--- src/rtl/ad9361_pkg.sv ---
// Shared types and word layout for the AD9361 receive-path unpacker.
package ad9361_pkg;

    typedef enum logic [1:0] {
        ST_UNLOCK = 2'd0,
        ST_ACQ    = 2'd1,
        ST_LOCK   = 2'd2
    } rx_state_t;

    localparam int SAMPLE_W = 12;
    localparam int WORD_W   = 48;

    // Field offsets inside the packed word {data1_q, data1_i, data0_q, data0_i}
    localparam int D0_I_LSB = 0;
    localparam int D0_Q_LSB = 12;
    localparam int D1_I_LSB = 24;
    localparam int D1_Q_LSB = 36;

    function automatic logic [SAMPLE_W-1:0] get_sample(input logic [WORD_W-1:0] word, input int lsb);
        get_sample = word[lsb +: SAMPLE_W];
    endfunction

endpackage

--- src/rtl/ad9361_rx_fifo.sv ---
// First-word-fall-through buffer for framed ADC words; drops on push-into-full
// unless a pop frees a slot in the same cycle.
module ad9361_rx_fifo
    import ad9361_pkg::*;
#(
    parameter int DEPTH = 4
) (
    input  logic              sys_clk,
    input  logic              rst,
    input  logic              push,
    input  logic [WORD_W-1:0] push_data,
    input  logic              out_ready,
    output logic [WORD_W-1:0] head_data,
    output logic              out_valid,
    output logic              overflow
);

    localparam int AW = $clog2(DEPTH);

    logic [WORD_W-1:0] mem_r [DEPTH];
    logic [AW:0]       wr_ptr_r;
    logic [AW:0]       rd_ptr_r;
    logic              overflow_r;
    logic              empty_s;
    logic              full_s;
    logic              pop_s;
    logic              wr_en_s;

    // Occupancy decode: pointers carry an extra wrap bit to tell full from empty
    always_comb begin
        empty_s = (wr_ptr_r == rd_ptr_r);
        full_s  = (wr_ptr_r[AW] != rd_ptr_r[AW]) &&
                  (wr_ptr_r[AW-1:0] == rd_ptr_r[AW-1:0]);
        pop_s   = out_ready && !empty_s;
        wr_en_s = push && (!full_s || pop_s);
    end

    // Storage, pointers and the registered drop pulse
    always_ff @(posedge sys_clk or posedge rst) begin
        if (rst) begin
            wr_ptr_r   <= (AW+1)'(0);
            rd_ptr_r   <= (AW+1)'(0);
            overflow_r <= 1'b0;
            for (int i = 0; i < DEPTH; i++) begin
                mem_r[i] <= {WORD_W{1'b0}};
            end
        end else begin
            if (wr_en_s) begin
                mem_r[wr_ptr_r[AW-1:0]] <= push_data;
                wr_ptr_r                <= wr_ptr_r + (AW+1)'(1);
            end
            if (pop_s) begin
                rd_ptr_r <= rd_ptr_r + (AW+1)'(1);
            end
            overflow_r <= push && full_s && !pop_s;
        end
    end

    assign head_data = mem_r[rd_ptr_r[AW-1:0]];
    assign out_valid = !empty_s;
    assign overflow  = overflow_r;

endmodule

--- src/rtl/ad9361_rx_unpack.sv ---
// AD9361 receive unpacker: frames adc_valid cadence, buffers locked words, splits I/Q.
// Optional feature macro RX_DROP_CNT_EN adds the saturating drop_cnt output.
module ad9361_rx_unpack
    import ad9361_pkg::*;
#(
    parameter int VALID_PERIOD = 4,
    parameter int LOCK_COUNT   = 8,
    parameter int FIFO_DEPTH   = 4
) (
    input  logic                sys_clk,
    input  logic                rst,
    input  logic                adc_valid,
    input  logic [WORD_W-1:0]   adc_data,
    input  logic                adc_status,
    output logic [SAMPLE_W-1:0] adc_data0_i,
    output logic [SAMPLE_W-1:0] adc_data0_q,
    output logic [SAMPLE_W-1:0] adc_data1_i,
    output logic [SAMPLE_W-1:0] adc_data1_q,
    output logic                out_valid,
    input  logic                out_ready,
    output logic                locked,
    output logic                overflow
`ifdef RX_DROP_CNT_EN
    ,
    output logic [15:0]         drop_cnt
`endif
);

    localparam int GAP_W = $clog2(VALID_PERIOD + 1);
    localparam logic [GAP_W-1:0] GAP_MAX  = GAP_W'(VALID_PERIOD);
    localparam logic [GAP_W-1:0] GAP_LAST = GAP_W'(VALID_PERIOD - 1);
    localparam logic [3:0]       GOOD_LOCK = 4'(LOCK_COUNT);

    rx_state_t         state_r;
    logic [3:0]        good_r;
    logic [GAP_W-1:0]  gap_r;
    logic              locked_r;
    logic              on_time_s;
    logic              lose_s;
    logic              push_s;
    logic [WORD_W-1:0] head_s;

    // Cadence checks use the gap value before this cycle's update
    always_comb begin
        on_time_s = adc_valid && adc_status && (gap_r == GAP_LAST);
        lose_s    = !adc_status || (adc_valid && !on_time_s) || (gap_r == GAP_MAX);
        push_s    = on_time_s && (state_r == ST_LOCK);
    end

    // Cycles since the last strobe, saturating one past the expected spacing
    always_ff @(posedge sys_clk or posedge rst) begin
        if (rst) begin
            gap_r <= {GAP_W{1'b0}};
        end else if (adc_valid) begin
            gap_r <= {GAP_W{1'b0}};
        end else if (gap_r != GAP_MAX) begin
            gap_r <= gap_r + GAP_W'(1);
        end
    end

    // Framing FSM with registered lock indication
    always_ff @(posedge sys_clk or posedge rst) begin
        if (rst) begin
            state_r  <= ST_UNLOCK;
            good_r   <= 4'd0;
            locked_r <= 1'b0;
        end else begin
            case (state_r)
                ST_UNLOCK: begin
                    if (adc_valid && adc_status) begin
                        state_r <= ST_ACQ;
                        good_r  <= 4'd1;
                    end
                end
                ST_ACQ: begin
                    if (lose_s) begin
                        state_r <= ST_UNLOCK;
                        good_r  <= 4'd0;
                    end else if (adc_valid) begin
                        good_r <= good_r + 4'd1;
                        if ((good_r + 4'd1) == GOOD_LOCK) begin
                            state_r  <= ST_LOCK;
                            locked_r <= 1'b1;
                        end
                    end
                end
                ST_LOCK: begin
                    if (lose_s) begin
                        state_r  <= ST_UNLOCK;
                        good_r   <= 4'd0;
                        locked_r <= 1'b0;
                    end
                end
                default: begin
                    state_r  <= ST_UNLOCK;
                    good_r   <= 4'd0;
                    locked_r <= 1'b0;
                end
            endcase
        end
    end

    ad9361_rx_fifo #(
        .DEPTH(FIFO_DEPTH)
    ) u_fifo (
        .sys_clk   (sys_clk),
        .rst       (rst),
        .push      (push_s),
        .push_data (adc_data),
        .out_ready (out_ready),
        .head_data (head_s),
        .out_valid (out_valid),
        .overflow  (overflow)
    );

    assign adc_data0_i = get_sample(head_s, D0_I_LSB);
    assign adc_data0_q = get_sample(head_s, D0_Q_LSB);
    assign adc_data1_i = get_sample(head_s, D1_I_LSB);
    assign adc_data1_q = get_sample(head_s, D1_Q_LSB);
    assign locked      = locked_r;

`ifdef RX_DROP_CNT_EN
    logic [15:0] drop_cnt_r;

    // Saturating tally of overflow pulses
    always_ff @(posedge sys_clk or posedge rst) begin
        if (rst) begin
            drop_cnt_r <= 16'd0;
        end else if (overflow && (drop_cnt_r != 16'hFFFF)) begin
            drop_cnt_r <= drop_cnt_r + 16'd1;
        end
    end

    assign drop_cnt = drop_cnt_r;
`endif

endmodule

--- config.mk ---
export PLATFORM = sky130hd
export DESIGN_NAME = ad9361_rx_unpack
export DESIGN_NICKNAME = d
export VERILOG_FILES = /design/src/rtl/ad9361_pkg.sv /design/src/rtl/ad9361_rx_fifo.sv /design/src/rtl/ad9361_rx_unpack.sv
export SDC_FILE = /design/constraint.sdc
export NUM_CORES = 1
export LEC_CHECK = 0
export ABC_AREA = 1
export BUFFER_PORTS_ARGS = -buffer_cell sky130_fd_sc_hd__buf_2
export CAP_MARGIN = 5
export CORE_MARGIN = 8
export CORE_UTILIZATION = 35
export CTS_BUF_LIST = sky130_fd_sc_hd__clkbuf_8 sky130_fd_sc_hd__clkbuf_16
export DETAILED_ROUTE_END_ITERATION = 10
export GPL_TIMING_DRIVEN = 0
export PLACE_DENSITY_LB_ADDON = 0.05
export SYNTH_ARGS = -nofsm -noshare
export SYNTH_HDL_FRONTEND = slang
export SYNTH_HIERARCHICAL = 1
export SYNTH_SLANG_ARGS = --single-unit
export TNS_END_PERCENT = 10
--- constraint.sdc ---
create_clock -name sys_clk -period 7.85 [get_ports sys_clk]
set_clock_uncertainty 0.15 [all_clocks]
set_input_delay 0.3925 -clock sys_clk [delete_from_list [all_inputs] [get_ports sys_clk]]
set_output_delay 0.3925 -clock sys_clk [all_outputs]
set_load 0.005 [all_outputs]
==> impl_metrics.toml, run 1 <==
[setup_path]
cp_num_cells = 6
crit_chain = "buf_4, clkbuf_1, clkbuf_1, nor2_1, o22ai_1, buf_2"
critPathTopFamily = "buffers and inverters"
cpMostUsedCell = "clkbuf_1"
crit_buf_inv = 4
path_class = "reg -> out"
max_stage_delay_ns = 0.74
cpMaxStageDelayCell = "clkbuf_1"
rr_worst_depth = 9
critPathArrivalTime_ns = 2.82
worst_setup_path_start_kind = "flop"
crit_fanout = 10
end_kind = "output pin"
crit_required_ns = 7.31

[synthesis]
postSynthCellCount = 1266
postSynthAreaPerCell_um2 = 8.16
syn_nets = 1328
ys.flop_type = "dfrtp_1"
yosysTopAreaCell = "dfrtp_1"
synth.most_common_cell = "nand2_1"
ys_types = 29
synth_top_cell_area_share_pct = 50.6
synth_edf_count = 0
ys_top_cells_by_count = "426 x nand2_1, 209 x dfrtp_1, 194 x nand4_1, 107 x nor2_1, 95 x o21ai_0"
synth_seq_cells = 209
synth-seq-area-share_pct = 50.6
synthTopCellsByArea = "dfrtp_1 51%, nand2_1 15%, nand4_1 12%"
yosysWarningCount = 6
async_reset_ff_share_pct = 100
synth_area_um2 = 10300

[finish]
multiInputGateArea_um2 = 4390
nets = 1492
seqCellArea_um2 = 5230
fin_area_um2 = 12600
n_fill_cell = 3133
antenna_cells = 0
instances_no_fill = 1838
drive_gt1_share_pct = 14.6
area_delta_synth_final_pct = 21.8

[detailed_routing]
dr_total_vias = 9843
drt_iter0_drc = 947
wire_per_inst_um = 20.9
vias_per_cell = 5.36
post-route-drc-count = 0
first_pass_iters = 6
wirelength_um = 38500
ant_nets = 0

[flow_run]
drv_cap = 0

[global_route]
overflow = 0
grtUsageTotal_pct = 21.4
antenna_found_initial = 0
grt_pass1_wl_um = 59400
grt_pass1_vias = 9996
grt_max_degree = 107

[sta]
final-setup-viol-count = 0
fin_hold_ws_ns = 0.0162
worstMarginPinSlew_ns = 0.902
slew_viol_final = 0
fmax_ghz = 0.298
max_slew_margin_pct = 39.9
setup_slack_ns = 4.49
period_share_pct = 42.8
hold_viol = 0
fin_crit_ns = 3.36
rsz0062_at_grt = "no"

[pwr]
power_leakage_uw = 0.00669
powerDensity_nw_per_um2 = 199
vdd_drop_max_v = 0.000134

[placed_design]
gp_congestion = 0.800
placed_area_um2 = 11400
dp_hpwl_um = 25500
port_buffers = 103
dp_cells = 1760
pre_cts_ws_ns = 4.65

[clock_tree]
cts_setup_buffers = 0
cts_inserted_buffers = 26
clockBufferDepth = 3
clock-sinks = 209
ctsHtreeMaxLevel = 1
clock-root-buffer = "clkbuf_16"
clkTransAtPathRegs_ns = 0.06
post_cts_resized = 0
clock_latency_ns = 0.54
cts_tree = "built"

[floorplanning]
core_um2 = 29300
start_util_pct = 35.2
row_count = 63
design.portCount = 104
die_h_um = 188
die_area_um2 = 35300
die_x_um = 188

[min_path]
hp-class = "in -> reg"
whs_path_depth = 3

[run_status]
status = "complete, no violations"
[flip-flops by register name, summed over array words and instances (netlist names)]
signal           cells
u_fifo/mem_r       192
good_r               4
gap_r                3
u_fifo/rd_ptr_r      3
u_fifo/wr_ptr_r      3
state_r              2
locked               1
u_fifo/overflow      1
[worst register-to-register path: stages (launching register included)]
cell,delay (ns)
dfrtp_1,0.38
ha_1,0.16
ha_1,0.14
inv_1,0.06
nor3_1,0.53
buf_2,0.39
clkbuf_1,0.53
clkbuf_1,0.58
nand4_1,0.18
nand2_1,0.10
[cells in the final DEF (no fill, tap or decap)]
master / n
clkbuf_8: 6
o22ai_1: 49
clkbuf_16: 27
nand3_4: 1
inv_8: 1
buf_4: 7
ha_1: 9
clkinv_4: 1
clkbuf_1: 55
nand4_1: 194
nor2_2: 2
o21ai_1: 4
dlygate4sd3_1: 32
buf_16: 1
buf_2: 121
nand2_4: 2
nor2_1: 107
nor2_4: 1
bufinv_16: 3
dfrtp_1: 209
xnor2_1: 2
nand3_1: 11
a211oi_1: 1
nor3_1: 3
buf_1: 17
nand3b_1: 1
nand2_1: 426
nor2_8: 1
o21ai_0: 95
inv_2: 7
nand3_2: 2
buf_6: 19
o21ai_2: 1
clkinv_2: 3
nand2_2: 5
inv_1: 19
a21oi_1: 3
[power by group]
group | internal, uW | switching (uW)
clock network | 772 | 472
registers | 1090 | 13.7
logic | 54.1 | 97.1
[stage by stage]
stage / total power [uW] / utilization [%] / setup TNS, ns
6_report: 2500 / 42.9 / 0
5_1_grt: 2590 / 42.9 / 0
4_1_cts: 2530 / 42.9 / 0
3_5_place_dp: 1270 / 38.8 / 0
3_3_place_gp: 1260 / 38.6 / -242.89
2_1_floorplan: 1210 / - / 0
[path summary, 6_finish.rpt]
| kind | from | endpoint | slack (ns) |
|---|---|---|---|
| min in group asynchronous | rst | gap_r[2]$_DFFE_PP0P_ | 0.31 |
| setup reg to reg | gap_r[0]$_DFFE_PP0P_ | u_fifo/mem_r[149]$_DFFE_PP0P_ | 4.58 |
| hold / removal | adc_data[28] | u_fifo/mem_r[124]$_DFFE_PP0P_ | 0.02 |
| hold reg to reg | u_fifo/mem_r[55]$_DFFE_PP0P_ | u_fifo/mem_r[55]$_DFFE_PP0P_ | 0.32 |
| max in group asynchronous | rst | u_fifo/mem_r[113]$_DFFE_PP0P_ | 6.16 |
| setup / recovery | u_fifo/rd_ptr_r[0]$_DFFE_PP0P_ | adc_data1_q[5] | 4.49 |
[metal layers]
layer,track usage (%),share of wire (%)
met1,29.0,45
met5,0,0
met4,6.03,2.6
met2,34.9,47
met3,3.36,5.7
[layout make-up]
cell class / count / share of cell area, %
Clock buffer: 33 / 6.03
Tap cell: 390 / 3.88
Multi-Input combinational cell: 920 / 34.9
Sequential cell: 209 / 41.6
Clock inverter: 13 / 1.08
Inverter: 21 / 0.686
Timing Repair Buffer: 136 / 6.86
Buffer: 116 / 4.98
[timing repair]
item,CTS,global route
hold buffers,32,0
endpoints found under the hold margin,179,0
setup endpoints to repair,0,0
[logic make-up after synthesis]
kind of cell / after synthesis / share of synthesized area (%)
compound gates: 153 / 8.07
xor+xnor: 2 / 0.170
fa+ha+maj: 9 / 1.09
buf+inv: 137 / 6.83
flops: 209 / 50.6
simple gates: 756 / 33.2
Power figures use the tool's default switching activity.
==> run 2: changes to the inputs <==
==> constraint.sdc (replaced) <==
create_clock -name sys_clk -period 3.1 [get_ports sys_clk]
set_clock_uncertainty 0.15 [all_clocks]
set_input_delay 0.155 -clock sys_clk [delete_from_list [all_inputs] [get_ports sys_clk]]
set_output_delay 0.155 -clock sys_clk [all_outputs]
set_load 0.005 [all_outputs]
==> impl_metrics.toml, run 2 (synthesized netlist as in run 1, its figures left out) <==
[floorplanning]
row_count = 63
die_area_um2 = 35300
core_um2 = 29300
design.portCount = 104
start_util_pct = 35.2
die_h_um = 188
die_x_um = 188

[pwr]
powerDensity_nw_per_um2 = 488
p_comb_share_pct = 6.7
p_sw_uw = 1480
pwr-share-clk_pct = 48.8
total_power_uw = 6280
power_leakage_uw = 0.00682
vdd_drop_max_v = 0.000312
seqPwrFrac_pct = 44.5
netSwitchingFraction_pct = 23.6
intPower_uw = 4800

[detailed_routing]
drt_iter0_drc = 926
ant_nets = 0
vias_per_cell = 5.30
first_pass_iters = 5
post-route-drc-count = 0
wirelength_um = 38300
dr_total_vias = 9867
wire_per_inst_um = 20.5

[min_path]
hp-class = "in -> async"

[sta]
slew_viol_final = 0
final.setup.tns_ns = 0
rsz0062_at_grt = "no"
fin_crit_ns = 3.02
final-setup-viol-count = 0
max_slew_margin_pct = 45.0
worstMarginPinSlew_ns = 0.825
fmax_ghz = 0.331
hold_viol = 0
period_share_pct = 97.5

[setup_path]
critPathArrivalTime_ns = 2.72
path_class = "reg -> out"
end_kind = "output pin"
cpMaxStageDelayCell = "buf_1"
rr_worst_depth = 9
r2r_slack_ns = 0.35
max_stage_delay_ns = 0.55
worst_setup_path_start_kind = "flop"
r2r-end = "u_fifo/mem_r[80]$_DFFE_PP0P_"
crit_required_ns = 2.79
worstReg2RegStart = "gap_r[0]$_DFFE_PP0P_"
crit_chain = "inv_2, clkbuf_1, buf_1, o21ai_0, o22ai_1, buf_2"
crit_fanout = 10
crit_buf_inv = 4
critPathTopFamily = "buffers and inverters"

[global_route]
grt_pass1_vias = 10006
grt_max_degree = 37
antenna_found_initial = 0
overflow = 0
grt_pass1_wl_um = 60500
grtUsageTotal_pct = 21.5

[finish]
top_regs = "u_fifo/mem_r x192, good_r x4"
nets = 1518
largest_register_ffs = 192
top_register = "u_fifo/mem_r"
fin_area_um2 = 12900
antenna_cells = 0
instances_no_fill = 1862
postLayoutCoreUtil_pct = 43.9
drive_gt1_share_pct = 15.4
final_common_cell = "nand2_1"
final_cell_mix = "426 x nand2_1, 209 x dfrtp_1, 194 x nand4_1"
area_delta_synth_final_pct = 24.6

[placed_design]
port_buffers = 103
dp_hpwl_um = 26000
gp_congestion = 0.797
placed_area_um2 = 11500
dp_cells = 1765

[clock_tree]
clockBufferDepth = 3
clkTransAtPathRegs_ns = 0.06
clock_latency_ns = 0.53
clock-root-buffer = "clkbuf_16"
cts_tree = "built"
clock-sinks = 209
cts_inserted_buffers = 26
ctsHtreeMaxLevel = 1

[flow_run]
drv_cap = 0

[run_status]
status = "complete, no violations"
-- run 2: worst reg2reg max path, cell delays in order (launching register included) --
cell and delay [ns]:
dfrtp_1 0.37, ha_1 0.16, ha_1 0.14, inv_1 0.06, nor3_2 0.34, buf_2 0.35, buf_2 0.35, buf_1 0.48
nand4_1 0.18, nand2_1 0.10
-- run 2: per-layer routing --
metal | vias to the layer above | wire, um | part of all wire (%) | GRT usage [%]
met3 | 47 | 1760 | 4.6 | 3.19
met5 | - | 0 | 0 | 0
met4 | 0 | 795 | 2.1 | 5.55
li1 | 4712 | - | - | -
met2 | 247 | 17900 | 47 | 35.0
met1 | 4861 | 17800 | 47 | 29.5
-- run 2: what timing repair did --
action | in CTS | in global routing
buffers inserted | 0 | 0
resized for setup | 2 | 16
endpoints found under the setup margin | 100 | 107
hold endpoints to repair | 325 | 0
pin swaps | 0 | 0
cloned | 0 | 0
hold buffers | 53 | 0
-- run 2: cell type report --
type / instances / area, um2
Tap cell: 390 / 488
Clock buffer: 33 / 758
Inverter: 21 / 82.6
Fill cell: 3043 / 16500
Buffer: 116 / 638
Timing Repair Buffer: 162 / 1170
Multi-Input combinational cell: 920 / 4400
Clock inverter: 11 / 106
Sequential cell: 209 / 5230
-- run 2: worst max path at each step --
| stage | from | slack, ns | to | cells past startpoint |
|---|---|---|---|---|
| global route | u_fifo/rd_ptr_r[1]$_DFFE_PP0P_ | 0.000003 | adc_data0_i[8] | 6 |
| finish | u_fifo/rd_ptr_r[1]$_DFFE_PP0P_ | 0.08 | adc_data0_i[8] | 6 |
| CTS | gap_r[0]$_DFFE_PP0P_ | 0.007 | u_fifo/mem_r[149]$_DFFE_PP0P_ | 9 |
| global placement | rst | -1.46 | u_fifo/mem_r[161]$_DFFE_PP0P_ | 2 |
| floorplan | rst | 0.22 | u_fifo/mem_r[0]$_DFFE_PP0P_ | 1 |
| detailed placement | gap_r[0]$_DFFE_PP0P_ | -0.20 | u_fifo/mem_r[150]$_DFFE_PP0P_ | 9 |
-- run 2: per-stage QoR --
stage | setup slack (ns) | hold slack, ns
5_1_grt | 0.00000289 | 0.0580
3_5_place_dp | -0.200 | -0.0222
2_1_floorplan | 0.221 | -0.155
3_3_place_gp | -1.46 | 0.0537
6_report | 0.0765 | 0.0164
4_1_cts | 0.00697 | 0.0158
-- run 2: power by group through the flow --
stage / Clock [uW] / Combinational [uW] / Sequential (uW)
after global routing: 3240 / 482 / 2800
after CTS: 3140 / 428 / 2800
after global placement: 0 / 356 / 2850
final: 3070 / 419 / 2800
after floorplan: 0 / 224 / 2840
after detailed placement: 0 / 376 / 2840
